<file path="config.mk">
export PLATFORM = sky130hd
export DESIGN_NAME = pps_rate_correction
export DESIGN_NICKNAME = d
export VERILOG_FILES = /design/src/rtl/pps_rate_correction.sv
export SDC_FILE = /design/constraint.sdc
export NUM_CORES = 1
export LEC_CHECK = 0
export ABC_AREA = 1
export BUFFER_PORTS_ARGS = -buffer_cell sky130_fd_sc_hd__buf_2
export CAP_MARGIN = 20
export CORE_MARGIN = 4
export CORE_UTILIZATION = 55
export CTS_BUF_LIST = sky130_fd_sc_hd__clkbuf_4
export DETAILED_ROUTE_END_ITERATION = 10
export PLACE_DENSITY_LB_ADDON = 0.05
export SKIP_LAST_GASP = 1
export SLEW_MARGIN = 20
export SYNTH_ARGS = -nofsm -noshare
export SYNTH_HDL_FRONTEND = slang
export SYNTH_SLANG_ARGS = --single-unit
export TNS_END_PERCENT = 50
</file>
<file path="constraint.sdc">
create_clock -name axi_aclk -period 5.9 [get_ports axi_aclk]
set_clock_uncertainty 0.15 [all_clocks]
set_input_delay 0.59 -clock axi_aclk [delete_from_list [all_inputs] [get_ports axi_aclk]]
set_output_delay 0.59 -clock axi_aclk [all_outputs]
set_load 0.03 [all_outputs]
</file>
<file path="src/rtl/pps_rate_correction.sv">
// pps_rate_correction
// Closed-loop DDS rate controller feeding the timestamp counter. Each PPS
// strobe delivers the 32.32 timestamp captured at that edge; the elapsed
// time between consecutive strobes is compared against exactly one second,
// and the DDS phase increment is nudged so the counter tracks true seconds.
// Intervals whose error is too large (e.g. a timestamp reload) are rejected.
//
// Ports
//   axi_aclk    clock, all logic on rising edge
//   axi_resetn  asynchronous active-low reset
//   time_pps    timestamp captured at PPS (32.32 seconds.fraction)
//   pps_valid   one-cycle PPS strobe
//   resync      drop the reference sample, keep the current dds_rate
//   dds_rate    DDS phase increment to the timestamp counter
//   locked      loop locked
//   outlier     one-cycle pulse: sample rejected
//   overrun     one-cycle pulse: pps_valid arrived while busy, ignored
//
// state   | meaning
// S_FIRST | no reference timestamp yet; next PPS becomes the reference
// S_IDLE  | reference held, waiting for the next PPS
// S_DIFF  | compute interval error against one second
// S_CHECK | outlier rejection, compute candidate increment
// S_APPLY | clamp and load dds_rate, update lock counting

module pps_rate_correction #(
    parameter int                     TIMESTAMP_WIDTH = 64,
    parameter int                     DDS_WIDTH       = 32,
    parameter logic [DDS_WIDTH-1:0]   DDS_NOMINAL     = 32'hD6BF94D5,
    parameter logic [DDS_WIDTH-1:0]   DDS_MIN         = 32'hD5BF94D5,
    parameter logic [DDS_WIDTH-1:0]   DDS_MAX         = 32'hD7BF94D5,
    parameter int                     GAIN_SHIFT      = 1,
    parameter logic [31:0]            ERR_LIMIT       = 32'h01000000,
    parameter logic [31:0]            LOCK_THRESH     = 32'h00000400,
    parameter int                     LOCK_COUNT      = 4
) (
    input  logic                       axi_aclk,
    input  logic                       axi_resetn,
    input  logic [TIMESTAMP_WIDTH-1:0] time_pps,
    input  logic                       pps_valid,
    input  logic                       resync,
    output logic [DDS_WIDTH-1:0]       dds_rate,
    output logic                       locked,
    output logic                       outlier,
    output logic                       overrun
);

    localparam int CW  = DDS_WIDTH + 2;
    localparam int LCW = $clog2(LOCK_COUNT + 1);
    localparam logic [TIMESTAMP_WIDTH-1:0] ONE_SEC = TIMESTAMP_WIDTH'(64'h1_0000_0000);
    localparam logic [LCW-1:0] LOCK_FULL = LCW'(LOCK_COUNT);

    typedef enum logic [2:0] {
        S_FIRST = 3'd0,
        S_IDLE  = 3'd1,
        S_DIFF  = 3'd2,
        S_CHECK = 3'd3,
        S_APPLY = 3'd4
    } state_t;

    state_t state, state_nxt;

    logic        [TIMESTAMP_WIDTH-1:0] prev, cur;
    logic signed [TIMESTAMP_WIDTH-1:0] error;
    logic signed [CW-1:0]              cand;
    logic        [LCW-1:0]             lock_cnt;

    logic        [TIMESTAMP_WIDTH-1:0] err_mag;
    logic                              err_outlier, err_fine;
    logic signed [CW-1:0]              err_term, cand_calc;
    logic        [DDS_WIDTH-1:0]       cand_clamped;
    logic        [LCW-1:0]             lock_inc, lock_nxt;
    logic                              outlier_nxt, overrun_nxt;

    // Magnitude as unsigned; the most negative value maps to 2^63, which is
    // still correctly treated as an outlier.
    assign err_mag     = error[TIMESTAMP_WIDTH-1] ? (~error + 1'b1) : error;
    assign err_outlier = err_mag > TIMESTAMP_WIDTH'(ERR_LIMIT);
    assign err_fine    = err_mag <= TIMESTAMP_WIDTH'(LOCK_THRESH);

    // Accepted errors are bounded by ERR_LIMIT, so truncating the shifted
    // error to the candidate width preserves its value and sign.
    assign err_term  = $signed(CW'(error >>> GAIN_SHIFT));
    assign cand_calc = $signed({2'b00, dds_rate}) - err_term;

    always_comb begin
        cand_clamped = cand[DDS_WIDTH-1:0];
        if (cand < $signed({2'b00, DDS_MIN})) begin
            cand_clamped = DDS_MIN;
        end else if (cand > $signed({2'b00, DDS_MAX})) begin
            cand_clamped = DDS_MAX;
        end
    end

    assign lock_inc = (lock_cnt == LOCK_FULL) ? lock_cnt : lock_cnt + LCW'(1);
    assign lock_nxt = err_fine ? lock_inc : '0;

    always_ff @(posedge axi_aclk or negedge axi_resetn) begin
        if (!axi_resetn) begin
            state <= S_FIRST;
        end else begin
            state <= state_nxt;
        end
    end

    always_comb begin
        state_nxt   = state;
        outlier_nxt = 1'b0;
        overrun_nxt = 1'b0;
        case (state)
            S_FIRST: if (pps_valid) state_nxt = S_IDLE;
            S_IDLE:  if (pps_valid) state_nxt = S_DIFF;
            S_DIFF: begin
                overrun_nxt = pps_valid;
                state_nxt   = S_CHECK;
            end
            S_CHECK: begin
                overrun_nxt = pps_valid;
                outlier_nxt = err_outlier;
                state_nxt   = err_outlier ? S_IDLE : S_APPLY;
            end
            S_APPLY: begin
                overrun_nxt = pps_valid;
                state_nxt   = S_IDLE;
            end
            default: state_nxt = S_FIRST;
        endcase
        // resync wins over everything, including a simultaneous strobe
        if (resync) begin
            state_nxt   = S_FIRST;
            outlier_nxt = 1'b0;
            overrun_nxt = 1'b0;
        end
    end

    always_ff @(posedge axi_aclk or negedge axi_resetn) begin
        if (!axi_resetn) begin
            prev     <= '0;
            cur      <= '0;
            error    <= '0;
            cand     <= '0;
            dds_rate <= DDS_NOMINAL;
            lock_cnt <= '0;
            locked   <= 1'b0;
            outlier  <= 1'b0;
            overrun  <= 1'b0;
        end else begin
            outlier <= outlier_nxt;
            overrun <= overrun_nxt;
            if (resync) begin
                lock_cnt <= '0;
                locked   <= 1'b0;
            end else begin
                case (state)
                    S_FIRST: if (pps_valid) prev <= time_pps;
                    S_IDLE:  if (pps_valid) cur <= time_pps;
                    S_DIFF: begin
                        error <= $signed(cur - prev - ONE_SEC);
                        prev  <= cur;
                    end
                    S_CHECK: begin
                        if (err_outlier) begin
                            lock_cnt <= '0;
                            locked   <= 1'b0;
                        end else begin
                            cand <= cand_calc;
                        end
                    end
                    S_APPLY: begin
                        dds_rate <= cand_clamped;
                        lock_cnt <= lock_nxt;
                        locked   <= (lock_nxt == LOCK_FULL);
                    end
                    default: ;
                endcase
            end
        end
    end

endmodule

</file>
Yosys cells after proc, flatten, opt, wreduce, memory -nomap -nowiden
Index checks and enable logic that the tools add are counted.

Memory bits (read-only): 0. Bits in registers: 267. Memories: 0. Bits in writable memories: 0. Input bits: 68. Logic and storage cells: 65. Bits in latches: 0. Output and inout bits: 35.

Add/subtract/negate cells: 5. Div/mod/pow operators: 0. Shifts and indexed selects: 0. Equal/unequal tests: 10. Bitwise gates (word level): 3. Reduce and logical (&&, ||, !) cells: 11. $lt $le $gt $ge: 4. Multiplexer cells: 22. $mul: 0.

Operators by type and width (count): two-way mux 64 bit (2); case mux 64 bit (2 select lines) (1); adder 64 x 1 -> 64 bit, second input constant (1); greater-than comparator 64 x 25 -> 1 bit, second input constant (1); <= comparator 64 x 11 -> 1 bit, second input constant (1); two-way mux 32 bit (2); inverter 64 bit (1); subtractor 64 x 33 -> 64 bit, second input constant (1); subtractor 64 bit (1); greater-than comparator 34 x 33 -> 1 bit, second input constant (1); < comparator 34 x 33 -> 1 bit, second input constant (1); subtractor 33 x 34 -> 34 bit (1); two-way mux 3 bit (8); case mux 3 bit (5 select lines) (1); equality test 3 bit, second input constant (3); inequality test 3 bit, second input constant (3); AND reduction 3 bit (3); AND reduction 2 bit (4); equality test 3 x 2 -> 1 bit, second input constant (2); two-way mux 1 bit (6); case mux 3 bit (2 select lines) (1); adder 3 x 1 -> 3 bit, second input constant (1); equality test 3 x 1 -> 1 bit, second input constant (1); zero test 3 bit (1); 6 further kinds (7).

Logic depth before layout (Yosys ltp)
Depth in word-level cells: 8. Depth in mapped cells: 22. Mapped depth without buffers: 22.

Worst setup path after synthesis
No wires, ideal clock.

Kind: register to register. Start point: reg dds_rate[0]. End point: reg cand[32]. Data arrival time: 2.797 ns. Library setup time: 0.123 ns. Stages on the path, launching flop included: 13. Slack: 2.830 ns. Required time: 5.627 ns. Buffers on the path: 0. Path through: dfstp_2 -> inv_1 -> ha_1 -> fa_1 -> o21ai_0 -> a21oi_1 -> o21bai_1 -> a21boi_0 -> o21ai_0 -> nand3_1 -> nand2_1 -> xor2_1 -> o21ai_1.

Cells in the longest elaborated chain, start to end: 1.

RTL lines: start, declared (RTL line 42) `output logic [DDS_WIDTH-1:0] dds_rate,`; start signal, assigned (RTL line 170) `dds_rate <= cand_clamped;`; subtractor 33 x 34 -> 34 bit (RTL line 84) `assign cand_calc = $signed({2'b00, dds_rate}) - err_term;`; end signal, assigned (RTL line 166) `cand <= cand_calc;`; end, declared (RTL line 65) `logic signed [CW-1:0] cand;`.

No other way between the ends. A chain may end at the register's enable or synchronous reset.

Worst setup path in the final report
Start point: reg dds_rate[0]. End point: reg cand[20].

The elaborated chain is that of the path after synthesis.

==> results.py <==
metrics = {
    "global_route": {
        "antenna_found_initial": 2,
        "grt_pass1_vias": 20700,
        "grt_max_degree": 163,
        "grt.total_usage_pct": 31.9,
        "overflow": 0,
        "grt_pass1_wl_mm": 107,
    },
    "synthesis": {
        "syn_avg_cell_area_um2": 6.72,
        "synth_seq_cells": 267,
        "seq_area_frac_synth_pct": 32.0,
        "synth_mux_area_share_pct": 0.0537,
        "ys.flop_type": "dfrtp_1",
        "netlist_area_um2": 21000,
        "synth_fa_ha_area_share_pct": 9.74,
        "ys_types": 45,
        "synth_compound_area_share_pct": 15.7,
        "syn_inst": 3122,
        "yosys.area_share.simple_pct": 29.4,
        "synth-edff-count": 0,
        "synth_fp_nets": 3352,
        "async_flop_share_pct": 100,
        "synth-xor-area-share_pct": 3.01,
        "synth_top_family_by_area": "simple AND/OR/NAND/NOR gates",
        "yosysWarnings": 0,
    },
    "critical_path": {
        "critPathArrivalTime_ns": 4.32,
        "cp.required_ns": 6.46,
        "reg2reg_to": "cand[20]",
        "critPathBufInv": 1,
        "crit_chain": "inv_1 -> ha_1 -> fa_1 -> o21ai_0 -> a21oi_1 -> o21bai_1 -> a21boi_0 -> o21ai_0 -> nand2_1 -> nand2_1 -> xor2_1 -> nor2_1 -> nor2_1",
        "r2r_slack_ns": 2.14,
        "worst-setup-path-type": "reg2reg",
        "cpLargestDelayFamily": "compound AO/OA/AOI/OAI gates",
        "startpoint_type": "flip-flop",
        "crit_slowest_cell": "o21ai_0",
        "cp_max_fo": 4,
        "r2r_start": "dds_rate[0]",
        "cpPeakStageDelay_ns": 0.57,
        "reg2regPathDepth": 13,
        "cp-end-kind": "flip-flop",
    },
    "final_layout": {
        "nNetsFinal": 3538,
        "fillers": 3566,
        "layout_commonest_cell": "nand2_1",
        "area_growth_pct": 12.3,
        "layout_common_cells": "nand2_1 (748), inv_1 (472), nor2_1 (425), dfrtp_1 (246), o21ai_0 (218)",
        "multiInputGateArea_um2": 12200,
        "finalNonFillerCells": 3870,
        "drive_above_1_share_pct": 9.65,
        "regArea_um2": 6710,
    },
    "sta": {
        "tightest_slew_ns": 0.977,
        "tns_ns": 0,
        "finalHoldViolations": 0,
        "relSlewSlack_pct": 34.9,
        "timing.final.crit_share_pct": 63.8,
        "fin_crit_ns": 3.76,
        "rsz0062_at_grt": "false",
        "fmax_ghz": 0.266,
        "setup_viol": 0,
        "slew_violations": 0,
    },
    "cts": {
        "clkTransAtPathRegs_ns": 0.07,
        "htreeDepth": 3,
        "cts_resized": 0,
        "clk_latency_ns": 0.79,
        "clockBufferDepth": 3,
        "cts_tree": "done",
        "numCtsBuffers": 77,
        "cts.sinks": 267,
        "root_buffer": "clkbuf_4",
    },
    "pwr": {
        "leakage_nw": 12.2,
        "power.density_nw_per_um2": 508,
        "vdd_ir_drop_max_mv": 0.299,
    },
    "routing": {
        "finalWirelength_mm": 66.2,
        "drt_iter0_drc": 1706,
        "via_per_inst": 5.54,
        "antenna_left": 0,
        "vias": 21500,
        "drcViolationCount": 0,
        "wl_per_cell_um": 17.1,
        "first_pass_iters": 8,
    },
    "die": {
        "die_h_um": 203,
        "start_util_pct": 55.7,
        "core_area_um2": 37700,
        "dieWidth_um": 203,
        "die_area_um2": 41300,
        "io_pins": 103,
        "num_rows": 71,
    },
    "min_path": {
        "hold_path.class": "in2reg",
        "whs_path_depth": 3,
        "hold_path_end": "error[58]",
        "hp-start": "resync",
    },
    "placement": {
        "post-place-cells": 3673,
        "io_buffers": 102,
        "gp_congestion": 0.983,
        "hpwlAfterDp_mm": 51.1,
    },
    "outcome": {
        "run_status": "finished, final reports clean",
    },
    "job": {
        "maxCapViolations": 0,
    },
}
-- power by group --
| group | internal, mW | switching, mW | total, mW |
|---|---|---|---|
| combinational | 2.50 | 4.90 | 7.40 |
| sequential | 2.32 | 0.551 | 2.88 |
| clock | 0.838 | 0.844 | 1.68 |
| total | 5.66 | 6.30 | 12.0 |
-- area by class of cell --
class                      count  area share, %
antenna                        1         0.0106
clock buffer                 108           3.44
clock inverter                21          0.409
inverter                     476           7.59
multi-input combinational   2302           51.7
sequential                   267           28.5
tap                          511           2.71
timing repair buffer         184           5.68
-- worst min-delay path: cells and delay by family --
kind / cells / cell delay [ns]
AOI/OAI and AO/OA: 1 / 0.14
buffers and inverters: 1 / 0.15
and+or+nand+nor: 1 / 0.09
-- stage by stage --
stage	instance area (um^2)	utilization [%]	worst slack, ns	power (mW)	hold WS (ns)
final	23600	62.5	2.14	12.0	0.0791
after global routing	23600	62.5	1.78	13.0	0.0815
after CTS	23500	62.5	1.89	11.8	0.0138
after detailed placement	22000	58.3	1.94	10.1	0.309
after global placement	22000	58.3	2.11	10.0	0.302
after floorplan	21000	-	2.83	8.00	0.144
-- logic make-up (layout without fill, tap and decap cells) --
group / count (synthesis) / after routing
compound gates: 580 / 580
xor+xnor: 72 / 72
fa+ha+maj: 162 / 162
buf+inv: 553 / 789
flops: 267 / 267
mux: 1 / 1
other cells: 0 / 1
simple gates: 1487 / 1487
-- cells in the mapped netlist, drive strengths merged (3+ instances only) --
master / n / area share, %
nor2: 443 / 8.2
o21ai: 235 / 5.6
o21bai: 12 / 0.43
a21o: 22 / 0.79
inv: 475 / 8.5
nor3: 25 / 0.60
a31oi: 55 / 1.6
o21a: 22 / 0.79
or2: 36 / 1.1
nand2: 755 / 14
nand3b: 10 / 0.36
buf: 29 / 0.77
dfrtp: 247 / 29
dfstp: 20 / 2.5
nand4: 28 / 0.91
clkbuf: 48 / 0.86
a21oi: 171 / 4.1
xnor2: 25 / 1.0
nor4: 11 / 0.33
ha: 160 / 9.5
and2: 3 / 0.090
o211ai: 42 / 1.5
xor2: 47 / 2.0
a21boi: 10 / 0.36
a221oi: 6 / 0.25
nand3: 174 / 4.2
-- registers in the layout, indices dropped and copies added (netlist names) --
signal    cells
cand         34
cur          64
dds_rate     32
error        64
lock_cnt      3
locked        1
outlier       1
overrun       1
prev         64
state         3
-- how the worst max path moves through the flow --
stage / start / to / depth (start not counted)
after floorplan: dds_rate[0] / cand[32] / 12
after global placement: error[63] / cand[4] / 12
after detailed placement: error[63] / cand[19] / 15
after CTS: error[63] / cand[19] / 15
final: dds_rate[0] / cand[20] / 13
after global routing: cur[1] / error[53] / 17
-- metal layers --
layer | track usage, % | vias up | wire [um]
met5 | 0 | - | 0
met4 | 9.44 | 0 | 1540
met3 | 4.26 | 117 | 4540
met2 | 50.4 | 820 | 29300
met1 | 45.9 | 10000 | 30800
li1 | - | 10500 | -
-- repair_timing --
item	CTS	global route
hold endpoints to repair	181	0
setup buffers	0	0
hold buffers	66	0
(Power assumes the default switching activity.)
